==> src/rtl/core_pkg.sv <==
// Purpose: shared types and constants for the fetch stage (FSM states, PC mux select, NOP word, PC step).
// Latency: n/a (package only).
// Backpressure: n/a (package only).
package core_pkg;

   localparam logic [31:0] NOP_INSTR = 32'h0000_0013;  // addi x0, x0, 0
   localparam int unsigned PC_STEP   = 4;

   typedef enum logic [1:0] {
      ST_IDLE,
      ST_REQ,
      ST_WAIT,
      ST_HOLD
   } fetch_state_e;

   // Next-PC mux select driven by the fetch FSM.
   typedef enum logic [1:0] {
      PC_HOLD,
      PC_INC,
      PC_REDIR
   } pc_sel_e;

endpackage

==> src/rtl/instruction_fetch_if.sv <==
// Purpose: bundles the instruction-memory, redirect and decode handshake signals of the fetch stage.
// Latency: n/a (wiring only).
// Backpressure: instr_ready from decode holds the fetched instruction; imem_gnt stalls the request.
// Modports: master = fetch stage, slave = memory/decode/redirect side.
interface instruction_fetch_if #(
   parameter int unsigned Width = 32
);
   // instruction memory read port
   logic             imem_req;
   logic [Width-1:0] imem_addr;
   logic             imem_gnt;
   logic             imem_rvalid;
   logic [Width-1:0] imem_rdata;
   // redirect from the branch/jump unit
   logic             redirect;
   logic [Width-1:0] redirect_pc;
   // decode handshake
   logic             instr_valid;
   logic [Width-1:0] instr;
   logic [Width-1:0] instr_pc;
   logic             instr_ready;

   modport master (
      output imem_req, imem_addr, instr_valid, instr, instr_pc,
      input  imem_gnt, imem_rvalid, imem_rdata, redirect, redirect_pc, instr_ready
   );

   modport slave (
      input  imem_req, imem_addr, instr_valid, instr, instr_pc,
      output imem_gnt, imem_rvalid, imem_rdata, redirect, redirect_pc, instr_ready
   );

endinterface

==> src/rtl/fetch_pc_reg.sv <==
// Purpose: program counter register with +4 incrementer, word-alignment masking and hold/+4/redirect mux.
// Latency: new PC visible one cycle after sel_i is applied.
// Backpressure: none; PC_HOLD keeps the current value.
// Ports: clk, rst_n, sel_i (mux select), redirect_pc_i (target, low bits ignored), pc_o (current PC).
module fetch_pc_reg
   import core_pkg::*;
#(
   parameter int unsigned      Width   = 32,
   parameter logic [Width-1:0] ResetPC = '0
) (
   input  logic             clk,
   input  logic             rst_n,
   input  pc_sel_e          sel_i,
   input  logic [Width-1:0] redirect_pc_i,
   output logic [Width-1:0] pc_o
);

   localparam logic [Width-1:0] ALIGN_MASK = ~Width'(3);

   logic [Width-1:0] pc_q;
   logic [Width-1:0] pc_d;

   always_comb begin
      pc_d = pc_q;
      case (sel_i)
         PC_INC:   pc_d = pc_q + Width'(PC_STEP);  // wraps modulo 2^Width
         PC_REDIR: pc_d = redirect_pc_i & ALIGN_MASK;
         default:  pc_d = pc_q;
      endcase
   end

   always_ff @(posedge clk or negedge rst_n) begin
      if (!rst_n) begin
         pc_q <= ResetPC;
      end else begin
         pc_q <= pc_d;
      end
   end

   assign pc_o = pc_q;

endmodule

==> src/rtl/instruction_fetch.sv <==
// Purpose: fetch stage FSM; one outstanding word read, hands instruction + PC to decode, flushes on redirect.
// Latency: reset release to instr_valid is 3 cycles; 3 cycles per instruction with zero-wait memory.
// Backpressure: instr_ready low holds instr/instr_pc stable in HOLD and no new request is issued.
// Ports: clk, rst_n (async active-low), fetch_if (master modport: imem read port, redirect, decode handshake).
module instruction_fetch
   import core_pkg::*;
#(
   parameter int unsigned      Width   = 32,
   parameter logic [Width-1:0] ResetPC = '0
) (
   input logic                 clk,
   input logic                 rst_n,
   instruction_fetch_if.master fetch_if
);

   fetch_state_e     state_q, state_d;
   logic             kill_q, kill_d;      // outstanding response belongs to a flushed path
   logic [Width-1:0] instr_q, instr_d;
   logic [Width-1:0] instr_pc_q, instr_pc_d;
   pc_sel_e          pc_sel;
   logic [Width-1:0] pc;

   fetch_pc_reg #(
      .Width   (Width),
      .ResetPC (ResetPC)
   ) u_pc (
      .clk           (clk),
      .rst_n         (rst_n),
      .sel_i         (pc_sel),
      .redirect_pc_i (fetch_if.redirect_pc),
      .pc_o          (pc)
   );

   always_comb begin
      state_d    = state_q;
      kill_d     = kill_q;
      instr_d    = instr_q;
      instr_pc_d = instr_pc_q;
      pc_sel     = PC_HOLD;

      case (state_q)
         ST_IDLE: begin
            state_d = ST_REQ;
         end

         ST_REQ: begin
            if (fetch_if.imem_gnt) begin
               state_d = ST_WAIT;
               // The granted read is for the old path; its response must be dropped.
               if (fetch_if.redirect) begin
                  pc_sel = PC_REDIR;
                  kill_d = 1'b1;
               end
            end else if (fetch_if.redirect) begin
               pc_sel = PC_REDIR;
            end
         end

         ST_WAIT: begin
            if (fetch_if.imem_rvalid) begin
               if (kill_q || fetch_if.redirect) begin
                  kill_d  = 1'b0;
                  state_d = ST_REQ;
                  if (fetch_if.redirect) begin
                     pc_sel = PC_REDIR;
                  end
               end else begin
                  instr_d    = fetch_if.imem_rdata;
                  instr_pc_d = pc;
                  pc_sel     = PC_INC;
                  state_d    = ST_HOLD;
               end
            end else if (fetch_if.redirect) begin
               // Stay until the stale response drains, then request the target.
               pc_sel = PC_REDIR;
               kill_d = 1'b1;
            end
         end

         ST_HOLD: begin
            if (fetch_if.redirect) begin
               pc_sel  = PC_REDIR;
               state_d = ST_REQ;
            end else if (fetch_if.instr_ready) begin
               state_d = ST_REQ;
            end
         end

         default: begin
            state_d = ST_IDLE;
         end
      endcase
   end

   always_ff @(posedge clk or negedge rst_n) begin
      if (!rst_n) begin
         state_q    <= ST_IDLE;
         kill_q     <= 1'b0;
         instr_q    <= Width'(NOP_INSTR);
         instr_pc_q <= ResetPC;
      end else begin
         state_q    <= state_d;
         kill_q     <= kill_d;
         instr_q    <= instr_d;
         instr_pc_q <= instr_pc_d;
      end
   end

   // Outputs come from registers or state decode only.
   assign fetch_if.imem_req    = (state_q == ST_REQ);
   assign fetch_if.imem_addr   = pc;
   assign fetch_if.instr_valid = (state_q == ST_HOLD);
   assign fetch_if.instr       = instr_q;
   assign fetch_if.instr_pc    = instr_pc_q;

endmodule

==> src/flat_wrapper.sv <==
// flat-port wrapper written by rule: the top's interface ports become plain ports
module instruction_fetch_flat import core_pkg::*;
#(
   parameter int unsigned      Width   = 32,
   parameter logic [Width-1:0] ResetPC = '0
)
  (clk, rst_n, fetch_if_imem_req, fetch_if_imem_addr, fetch_if_instr_valid, fetch_if_instr, fetch_if_instr_pc, fetch_if_imem_gnt, fetch_if_imem_rvalid, fetch_if_imem_rdata, fetch_if_redirect, fetch_if_redirect_pc, fetch_if_instr_ready);
  instruction_fetch_if #(.Width(Width)) fetch_if_i ();
  input logic clk;
  input logic rst_n;
  output wire logic [$bits(fetch_if_i.imem_req)-1:0] fetch_if_imem_req;
  output wire logic [$bits(fetch_if_i.imem_addr)-1:0] fetch_if_imem_addr;
  output wire logic [$bits(fetch_if_i.instr_valid)-1:0] fetch_if_instr_valid;
  output wire logic [$bits(fetch_if_i.instr)-1:0] fetch_if_instr;
  output wire logic [$bits(fetch_if_i.instr_pc)-1:0] fetch_if_instr_pc;
  input wire logic [$bits(fetch_if_i.imem_gnt)-1:0] fetch_if_imem_gnt;
  input wire logic [$bits(fetch_if_i.imem_rvalid)-1:0] fetch_if_imem_rvalid;
  input wire logic [$bits(fetch_if_i.imem_rdata)-1:0] fetch_if_imem_rdata;
  input wire logic [$bits(fetch_if_i.redirect)-1:0] fetch_if_redirect;
  input wire logic [$bits(fetch_if_i.redirect_pc)-1:0] fetch_if_redirect_pc;
  input wire logic [$bits(fetch_if_i.instr_ready)-1:0] fetch_if_instr_ready;
  assign fetch_if_imem_req = fetch_if_i.imem_req;
  assign fetch_if_imem_addr = fetch_if_i.imem_addr;
  assign fetch_if_instr_valid = fetch_if_i.instr_valid;
  assign fetch_if_instr = fetch_if_i.instr;
  assign fetch_if_instr_pc = fetch_if_i.instr_pc;
  assign fetch_if_i.imem_gnt = fetch_if_imem_gnt;
  assign fetch_if_i.imem_rvalid = fetch_if_imem_rvalid;
  assign fetch_if_i.imem_rdata = fetch_if_imem_rdata;
  assign fetch_if_i.redirect = fetch_if_redirect;
  assign fetch_if_i.redirect_pc = fetch_if_redirect_pc;
  assign fetch_if_i.instr_ready = fetch_if_instr_ready;
  instruction_fetch #(.Width(Width), .ResetPC(ResetPC)) u_core (.clk(clk), .rst_n(rst_n), .fetch_if(fetch_if_i));
endmodule
==> config.mk <==
export PLATFORM = sky130hd
export DESIGN_NAME = instruction_fetch_flat
export DESIGN_NICKNAME = d
export VERILOG_FILES = /design/src/rtl/core_pkg.sv /design/src/rtl/instruction_fetch_if.sv /design/src/rtl/fetch_pc_reg.sv /design/src/rtl/instruction_fetch.sv /design/src/flat_wrapper.sv
export SDC_FILE = /design/constraint.sdc
export NUM_CORES = 1
export LEC_CHECK = 0
export CORE_ASPECT_RATIO = 1.4
export CORE_UTILIZATION = 30
export CTS_BUF_LIST = sky130_fd_sc_hd__clkbuf_4
export CTS_CLUSTER_SIZE = 24
export DETAILED_ROUTE_END_ITERATION = 10
export GPL_ROUTABILITY_DRIVEN = 1
export PLACE_DENSITY = 0.61
export SYNTH_ARGS = -nofsm -noshare
export SYNTH_HDL_FRONTEND = slang
export SYNTH_SLANG_ARGS = --single-unit
==> constraint.sdc <==
create_clock -name clk -period 3.5 [get_ports clk]
set_input_delay 0.7 -clock clk [delete_from_list [all_inputs] [get_ports clk]]
set_output_delay 0.7 -clock clk [all_outputs]
set_load 0.01 [all_outputs]
# Word-level counts from Yosys, hierarchy flattened
# Index checks and enable logic that the tools add are counted.
# totals
elab_cells	40
output_inout_bits	98
ff_bits	99
# classes
n_addsub	1
bitwise_logic	1
eq_ne	9
n_reduce_logical	8
n_mux	16
# ops
operator	count
one-hot mux 32 bit (2 select lines)	1
adder 32 x 3 -> 32 bit (second input constant)	1
two-way mux 2 bit	8
AND reduction 3 bit	3
one-hot mux 2 bit (4 select lines)	1
equality test 2 bit (second input constant)	3
equality test 2 x 1 -> 1 bit (second input constant)	2
two-way mux 1 bit	4
one-hot mux 2 bit (2 select lines)	1
nonzero test 2 bit	2
!= test 3 x 1 -> 1 bit (second input constant)	1
!= test 3 x 2 -> 1 bit (second input constant)	1
logical NOT 2 bit	1
!= test 2 x 1 -> 1 bit (second input constant)	1
!= test 2 bit (second input constant)	1
one-hot mux 1 bit (2 select lines)	1
OR reduction 2 bit	1
logical OR 1 bit	1
NOT 1 bit	1

# Logic depth before layout (Yosys ltp)
# Gate-level depths: netlist (run 1).
# logic_depth
word_depth	6
ltp_mapped	13
depth_no_buf	9

# Cells and area by module
# Synthesis (run 1) repeated with hierarchy kept, for this count alone.
# hier_totals
hier_cells	423
area_unflattened_um2	4775.8
# by_module_without_submodules
module	cells_per_inst	n_inst	seq_area_each_um2	area_per_inst_um2
instruction_fetch	160	1	1680.4	2642.5
fetch_pc_reg	263	1	750.7	2133.3

# Least setup slack after synthesis (run 1)
# No wires, ideal clock.
# synth_path
path_type	input to register
start	in fetch_if_redirect
end	reg u_core.u_pc.pc_q[19], in the netlist u_core.u_pc.pc_o[19]
setup_slack_ns	0.452
cell_stages	11
arrival_time_ns	2.979
cell_sequence	nor2_1 -> and3_1 -> clkbuf_1 -> buf_2 -> inv_1 -> ha_1 -> clkbuf_1 -> or2_2 -> clkbuf_1 -> or4_1 -> nand3_1
# synth_between
elab_chain_cells	6
# synth_rtl
item	line	rtl
from (decl)	flat_wrapper.sv:19	input wire logic [$bits(fetch_if_i.redirect)-1:0] fetch_if_redirect;
two-way mux 2 bit or logical OR 1 bit (tied branches)	n/a	
two-way mux 2 bit	instruction_fetch.sv:61	if (kill_q || fetch_if.redirect) begin
two-way mux 2 bit	instruction_fetch.sv:60	if (fetch_if.imem_rvalid) begin
one-hot mux 2 bit (2 select lines) *	instruction_fetch.sv:41	case (state_q)
equality test 2 bit or equality test 2 x 1 -> 1 bit (tied branches)	fetch_pc_reg.sv:25	case (sel_i)
one-hot mux 32 bit (2 select lines) or nonzero test 2 bit (tied branches)	n/a	
to (signal assigned)	fetch_pc_reg.sv:34	pc_q <= ResetPC;
to (signal assigned)	fetch_pc_reg.sv:36	pc_q <= pc_d;
to (decl)	fetch_pc_reg.sv:20	logic [Width-1:0] pc_q;
# Every way passes the cells marked *; elsewhere a longest branch is shown, timed or not.
# A chain may end at the register's enable or synchronous reset.

# Final worst setup path (run 1)
# layout_path
start	reg u_core.state_q[1]
end	reg u_core.u_pc.pc_q[30], in the netlist u_core.u_pc.pc_o[30]
# layout_between
elab_chain_cells	5
# layout_rtl
item	line	rtl
from (decl)	instruction_fetch.sv:16	fetch_state_e state_q, state_d;
from (signal assigned)	instruction_fetch.sv:102	state_q <= state_d;
equality test 2 x 1 -> 1 bit or equality test 2 bit (tied branches)	instruction_fetch.sv:41	
OR reduction 2 bit (no source line)	n/a	
one-hot mux 2 bit (2 select lines) *	instruction_fetch.sv:41	
equality test 2 bit or equality test 2 x 1 -> 1 bit (tied branches)	fetch_pc_reg.sv:25	
one-hot mux 32 bit (2 select lines) or nonzero test 2 bit (tied branches)	n/a	
# Marked as above.

==> out/metrics.yaml, run 1 <==
status: "complete, but fails checks"
violations: "design-rule violations"
ys_top_cells_by_area: "dfrtp_1 50%, mux2_2 15%, o21ai_0 2.7%"
fmax_mhz: 357.0
antenna_found_initial: 1
ys_types: 49
grt_pass1_wl_mm: 20.28
arrival_ns: 3.16
cts_root_buffer: "clkbuf_4"
clk_pin_slew_worst_paths_ns: 0.15
rsz0062_at_grt: "false"
power_per_cell_area_nw_per_um2: 763.1
synthToLayoutAreaGrowth_pct: 42.31
internal-power_mw: 3.111
cp-end-kind: "flip-flop"
drc: 2
holdWs_ns: 0.3121
placed_cell_area_um2: 6364
crit_type: "flip-flop to flip-flop"
netlist_area_um2: 4572
final_cell_area_um2: 6506
postLayoutCoreUtil_pct: 43.61
cts_sinks: 95
final_cell_mix: "160 x clkdlybuf4s50_1, 92 x dfrtp_1, 62 x mux2_2"
row_count: 53
drt_iter0_drc: 212
r2r_cells: 9
cp_cell_sequence: "inv_1 -> ha_1 -> nor3_1 -> nor3b_1 -> ha_2 -> buf_4 -> nor4_1 -> a41oi_1 -> a311oi_1"
dieArea_um2: 15740
r2r-start: "u_core.state_q[1]"
syn_inst: 403
fin_ws_ns: 0.6992
cp-start-kind: "flip-flop"
finalClockSkew_ns: 0.009732
seq_power_share_pct: 40.2
crit_buf_inv: 2
first_pass_iters: 7
layout.nets: 634
holdBufCountCts: 0
yosys.area.top_type: "dfrtp_1"
drtAntennaViolNets: 0
io_pins: 168
core_region_area_um2: 14920
vias_per_cell: 5.149
vias: 3893
grt-ovfl-total: 0
crit_slowest_cell: "nor4_1"
dp_hpwl_mm: 8.946
vdd_drop_max_mv: 0.3306
power_mw: 4.965
maxCapViolations: 0
tightest_slew_ns: 0.8447
r2r_end: "u_core.u_pc.pc_o[30]"
die_w_um: 106.3
critPathTopFamily: "simple AND/OR/NAND/NOR gates"
dpl_worst_slack_ns: 0.3141
cp_max_fo: 35
initial_core_util_pct: 30.64
power_frac_comb_pct: 47.3
place_inst: 739
report.final.slew_viol_count: 0
post_drt_wl_per_cell_um: 16.97
htree_levels: 3
synth-async-reset-ratio_pct: 100.0
grt_use_total_pct: 16.45
postCtsResizedCells: 0
clk_latency_ns: 0.45
syn_area_per_cell_um2: 11.34
layout_min_cycle_time_ns: 2.801
fin_crit_sh_pct: 80.02
cts_tree: "done"
gp_congestion: 0.8436
postCtsSetupBuffers: 0
finalHoldViolations: 0
clockBufferDepth: 2
synth-warning-count: 0
grt_pass1_vias: 3903
p_switching_mw: 1.854
synth_edf_count: 0
numPortBuffers: 161
ys_ff_latch: 95
maxSlewHeadroom_pct: 43.69
r2r_setup_slack_ns: 0.70
hold_path.class: "input pin to async pin"
cts_buffers: 9
setup_viol: 0
p_leak_nw: 2.645
finalSetupTns_ns: 0
pwr-share-clk_pct: 12.6
yosysSeqAreaShare_pct: 52.08
drive_gt1_share_pct: 17.94
final_common_cell: "clkdlybuf4s50_1"
cp_slowest_stage_delay_ns: 0.51
critical_path_required_ns: 3.86
die_h_um: 148.1
routed_wl_mm: 12.83
netSwitchingFraction_pct: 37.33
synth_top_area_share_pct: 50.36
synth_ff_type: "dfrtp_1"
grt_max_degree: 63
finalNonFillerCells: 756
==> worst register-to-register path: stages, from the launching register on <==
cell	delay [ns]
dfrtp_1	0.43
inv_1	0.11
ha_1	0.28
nor3_1	0.09
nor3b_1	0.24
ha_2	0.33
buf_4	0.24
nor4_1	0.52
a41oi_1	0.18
a311oi_1	0.28
==> layout make-up <==
class	instances	area [um^2]
diodes	1	2.502
clock buffers	9	67.56
clock inverters	7	72.57
fillers	1452	8414
inverters	13	48.80
multi-input cells	270	2024
flip-flops and latches	95	2381
well taps	192	240.2
repair buffers	169	1669
==> metal layers <==
metal  vias up  share of wire, %  wire length, um  track usage, %
met5         -                 0                0               0
met4         0               1.8              234           6.111
met3        18               6.4              819           3.944
met2       138                50             6452           27.53
met1      1935                41             5325           20.48
li1       1802                 -                -               -
==> cells in the mapped netlist (all sizes together), types with 4 or more instances <==
master	count
dfrtp	92
mux2	62
o21ai	25
nor2	22
a21oi	17
clkbuf	15
nand3	14
buf	13
inv	13
nand2	12
nor3	12
a211oi	10
a22oi	10
nand4	9
nor4	9
ha	6
a311oi	5
and3	5
and4	5
mux2i	5
nand3b	4
nor2b	4
==> how the worst max path moves through the flow <==
stage	start	endpoint	slack, ns	cells after the start
finish	u_core.state_q[1]	u_core.u_pc.pc_o[30]	0.70	9
floorplan	fetch_if_redirect	u_core.u_pc.pc_o[19]	0.45	11
global route	u_core.state_q[0]	u_core.u_pc.pc_o[15]	0.46	10
CTS	u_core.state_q[1]	u_core.u_pc.pc_o[30]	0.70	9
global placement	fetch_if_redirect	u_core.u_pc.pc_o[29]	0.34	10
detailed placement	fetch_if_redirect	u_core.u_pc.pc_o[15]	0.31	10
==> flip-flops by register name, summed over array words and instances (netlist names) <==
name	flops
u_core.fetch_if.instr	32
u_core.kill_q	1
u_core.state_q	2
u_core.u_pc.pc_o	30
u_core.fetch_if.instr_pc	30
==> cell families after synthesis <==
family,Yosys count,synth area share [%]
DFF,95,52.08
other,1,0.08202
AOI/OAI and AO/OA,86,12.32
muxes,67,16.37
and+or+nand+nor,107,13.55
adders and majority gates,6,1.642
buffers and inverters,41,3.968
==> power by group through the flow <==
stage	Clock (mW)	Sequential, mW	Combinational [mW]
floorplan	0	2.09	1.02
global placement	0	1.99	2.31
detailed placement	0	2.02	2.36
CTS	0.651	2.00	2.37
global route	0.692	2.08	2.55
finish	0.624	1.99	2.35
Power figures use the tool's default switching activity.
==> run 2: changes to the inputs <==
==> constraint.sdc (replaced) <==
create_clock -name clk -period 2.64 [get_ports clk]
set_input_delay 0.528 -clock clk [delete_from_list [all_inputs] [get_ports clk]]
set_output_delay 0.528 -clock clk [all_outputs]
set_load 0.01 [all_outputs]
==> out/metrics.yaml, run 2 (same netlist as run 1, synthesis figures left out) <==
power_per_cell_area_nw_per_um2: 1030
drt_iter0_drc: 187
first_pass_iters: 7
largest_reg_flops: 32
fin_crit_sh_pct: 94.36
maxCapViolations: 0
maxSlewHeadroom_pct: 44.57
finalHoldViolations: 0
holdWs_ns: 0.4905
cts_buffers: 9
dieArea_um2: 15740
drc: 0
fmax_mhz: 401.4
hold_path.class: "input pin to async pin"
vias_per_cell: 5.143
postCtsSetupBuffers: 0
final_cell_area_um2: 6676
io_pins: 168
status: "finished, final reports clean"
report.final.slew_viol_count: 0
grt_use_total_pct: 16.88
placed_cell_area_um2: 6471
finalClockSkew_ns: 0.01466
finalSetupTns_ns: 0
final_cell_mix: "160 x clkdlybuf4s50_1, 92 x dfrtp_1, 62 x mux2_2"
p_leak_nw: 2.726
htree_levels: 3
synthToLayoutAreaGrowth_pct: 46.03
row_count: 53
tightest_slew_ns: 0.8315
grt-ovfl-total: 0
cts_root_buffer: "clkbuf_4"
vias: 3945
arrival_ns: 2.84
post_drt_wl_per_cell_um: 16.86
drtAntennaViolNets: 0
crit_type: "flip-flop to flip-flop"
finalNonFillerCells: 767
postLayoutCoreUtil_pct: 44.75
clk_latency_ns: 0.46
diodes: 0
numPortBuffers: 161
dp_hpwl_mm: 9.289
cts_tree: "done"
grt_pass1_vias: 4162
initial_core_util_pct: 30.64
critical_path_required_ns: 2.99
die_h_um: 148.1
place_inst: 750
grt_pass1_wl_mm: 20.87
cp-start-kind: "flip-flop"
clockBufferDepth: 2
grt_max_degree: 72
final_common_cell: "clkdlybuf4s50_1"
antenna_found_initial: 0
core_region_area_um2: 14920
drive_gt1_share_pct: 20.17
layout.nets: 646
layout_min_cycle_time_ns: 2.491
setup_viol: 0
cp_max_fo: 3
clk_pin_slew_worst_paths_ns: 0.16
die_w_um: 106.3
routed_wl_mm: 12.93
gp_congestion: 0.8471
rsz0062_at_grt: "false"
vdd_drop_max_mv: 0.5812
cts_sinks: 95
cp-end-kind: "flip-flop"
[run 2: path summary, 6_finish.rpt]
path                                              start                      endpoint  slack [ns]  cells after the start
min in group clk           u_core.fetch_if.instr_pc[12]  u_core.fetch_if.instr_pc[12]        0.52                      1
hold reg to reg            u_core.fetch_if.instr_pc[12]  u_core.fetch_if.instr_pc[12]        0.52                      1
setup / recovery                      u_core.state_q[1]          u_core.u_pc.pc_o[29]        0.15                     10
setup reg to reg                      u_core.state_q[1]          u_core.u_pc.pc_o[29]        0.15                     10
max in group asynchronous                         rst_n      u_core.fetch_if.instr[0]        1.41                      3
hold / removal                                    rst_n   u_core.fetch_if.instr_pc[4]        0.49                      2
[run 2: timing repair]
| item | in CTS | in global routing |
|---|---|---|
| setup endpoints to repair | 0 | 1 |
| gates resized for setup | 0 | 2 |
| hold endpoints to repair | 24 | 0 |
| hold buffers | 1 | 0 |
[run 2: metal layers]
metal	global-route usage [%]	up-vias	wire (um)
met5	0	-	0
met4	7.153	0	342
met3	4.207	29	796
met2	29.84	143	6714
met1	19.19	1946	5081
li1	-	1827	-
[run 2: layout make-up]
type                    count  area, um^2
fillers                  1413        8244
flip-flops and latches     95        2381
multi-input cells         270        2046
repair buffers            181        1774
well taps                 192       240.2
clock inverters             7       118.9
clock buffers               9       67.56
inverters                  13       48.80
[run 2: stage by stage]
stage               setup WS [ns]  power, mW
floorplan                0.001346      4.161
global placement          -0.1920      5.807
detailed placement        -0.2067      5.926
CTS                        0.1449      6.952
global route              0.01363      7.359
finish                     0.1489      6.879
[run 2: report_power, final]
group          internal, mW  switching, mW  total (mW)
sequential             2.04          0.606        2.65
combinational          1.87           1.35        3.23
clock                 0.481          0.521        1.00
[run 2: critical path, cell delays in order (launching register included)]
cell,delay (ns)
dfrtp_1,0.45
inv_1,0.12
ha_1,0.18
nor3_1,0.06
nor3b_1,0.21
ha_2,0.32
or2_2,0.30
nor4_1,0.33
buf_4,0.20
and4_1,0.18
nor3_1,0.04
==> run 3: changes to the inputs <==
--- a/config.mk
+++ b/config.mk
@@ -5,13 +5,15 @@
 export SDC_FILE = /design/constraint.sdc
 export NUM_CORES = 1
 export LEC_CHECK = 0
+export ABC_CLOCK_PERIOD_IN_PS = 2640
 export CORE_ASPECT_RATIO = 1.4
 export CORE_UTILIZATION = 30
 export CTS_BUF_LIST = sky130_fd_sc_hd__clkbuf_4
 export CTS_CLUSTER_SIZE = 24
 export DETAILED_ROUTE_END_ITERATION = 10
+export DONT_BUFFER_PORTS = 1
 export GPL_ROUTABILITY_DRIVEN = 1
-export PLACE_DENSITY = 0.61
+export PLACE_DENSITY = 0.47
 export SYNTH_ARGS = -nofsm -noshare
 export SYNTH_HDL_FRONTEND = slang
 export SYNTH_SLANG_ARGS = --single-unit
==> out/metrics.yaml, run 3 (same netlist as run 1, synthesis figures left out) <==
grt_pass1_vias: 3407
vdd_drop_max_mv: 0.3639
p_leak_nw: 2.088
hold_path.class: "input pin to flip-flop"
vias_per_cell: 5.419
first_pass_iters: 4
drtAntennaViolNets: 0
fin_crit_sh_pct: 95.41
row_count: 53
synthToLayoutAreaGrowth_pct: 9.661
finalClockSkew_ns: 0.01674
die_h_um: 148.1
min_path_cells: 1
layout_min_cycle_time_ns: 2.519
cp_cell_sequence: "inv_1 -> ha_1 -> nor3_1 -> nor3b_1 -> ha_2 -> or2_2 -> buf_4 -> or4_1 -> nand3_1"
cp_max_fo: 10
crit_buf_inv: 2
top_usage_layer: "met2"
critPathTopFamily: "simple AND/OR/NAND/NOR gates"
power_per_cell_area_nw_per_um2: 1082
clk_latency_ns: 0.43
arrival_ns: 2.89
cts_tree: "done"
postLayoutCoreUtil_pct: 33.60
io_pins: 168
dp_hpwl_mm: 8.110
cp-start-kind: "flip-flop"
crit_type: "flip-flop to flip-flop"
fmax_mhz: 397.0
dieArea_um2: 15740
layout.nets: 484
grt_pass1_wl_mm: 18.48
vias: 3273
grt_use_total_pct: 15.29
clk_pin_slew_worst_paths_ns: 0.15
grt_max_degree: 96
finalHoldViolations: 0
post_drt_wl_per_cell_um: 19.70
core_region_area_um2: 14920
largest_reg_flops: 32
tightest_slew_ns: 0.8262
final_cell_mix: "92 x dfrtp_1, 62 x mux2_2, 25 x o21ai_0"
gp_congestion: 0.8140
drive_gt1_share_pct: 27.18
drt_iter0_drc: 193
use_met3_pct: 5.259
final_common_cell: "dfrtp_1"
status: "finished, final reports clean"
finalSetupTns_ns: 0
use_met1_pct: 17.51
maxCapViolations: 0
diodes: 0
drc: 0
routed_wl_mm: 11.90
setup_viol: 0
grtUsageMet2_pct: 26.10
antenna_found_initial: 0
initial_core_util_pct: 30.64
crit_cells: 9
rsz0062_at_grt: "false"
cts_buffers: 9
numPortBuffers: 0
die_w_um: 106.3
cts_sinks: 95
crit_slowest_cell: "or4_1"
grt-ovfl-total: 0
cts_root_buffer: "clkbuf_4"
maxSlewHeadroom_pct: 44.92
report.final.slew_viol_count: 0
critical_path_required_ns: 3.01
htree_levels: 3
nFillCells: 1545
cp-end-kind: "flip-flop"
r2r_cells: 9
cp_slowest_stage_delay_ns: 0.51
clockBufferDepth: 2
-- run 3: worst paths after layout --
path	start	end	slack (ns)
worst min register to register	u_core.fetch_if.instr_pc[8]	u_core.fetch_if.instr_pc[8]	0.60
worst max-delay path	u_core.state_q[1]	u_core.u_pc.pc_o[20]	0.12
worst max register to register	u_core.state_q[1]	u_core.u_pc.pc_o[20]	0.12
worst min-delay path	fetch_if_imem_rvalid	u_core.kill_q	0.18
max in group asynchronous	rst_n	u_core.fetch_if.instr[0]	1.54
min in group asynchronous	rst_n	u_core.u_pc.pc_o[8]	0.71
-- run 3: final cells by class --
| cell class | count | area [um^2] | share of cell area [%] |
|---|---|---|---|
| flip-flops and latches | 95 | 2381 | 47.49 |
| clock buffers | 13 | 97.59 | 1.947 |
| repair buffers | 19 | 190.2 | 3.793 |
| multi-input cells | 270 | 2043 | 40.75 |
| inverters | 13 | 52.55 | 1.048 |
| well taps | 192 | 240.2 | 4.792 |
| clock inverters | 2 | 8.758 | 0.1747 |
-- run 3: repair_timing --
item / in CTS / in global routing
buffers inserted: 0 / 2
gates resized for setup: 0 / 2
hold endpoints to repair: 95 / 0
hold buffers: 2 / 0
endpoints found under the setup margin: 0 / 5
-- run 3: metrics by stage --
step	total power [mW]	worst slack (ns)	hold slack, ns	instances	cell area, um^2
after floorplan	4.161	0.001346	0.2324	406	4619
after global placement	4.623	0.1413	0.2349	585	4832
after detailed placement	4.691	0.1104	0.2355	585	4832
after CTS	5.460	0.06564	0.1302	602	4976
after global routing	5.841	0.02655	0.1433	604	5014
final	5.423	0.1212	0.1760	604	5014
-- run 3: layer usage --
metal  share of wire, %  wire length [um]  up-vias
met5                  0                 0        -
met4                1.8               213        0
met3                8.7              1036       11
met2                 50              5931      134
met1                 40              4717     1625
li1                   -                 -     1503
-- run 3: power by group --
part | total (mW) | switching (mW) | internal (mW) | leakage, nW
sequential | 2.97 | 0.924 | 2.05 | 1.19
combinational | 1.75 | 0.872 | 0.875 | 0.835
clock | 0.705 | 0.476 | 0.229 | 0.0653
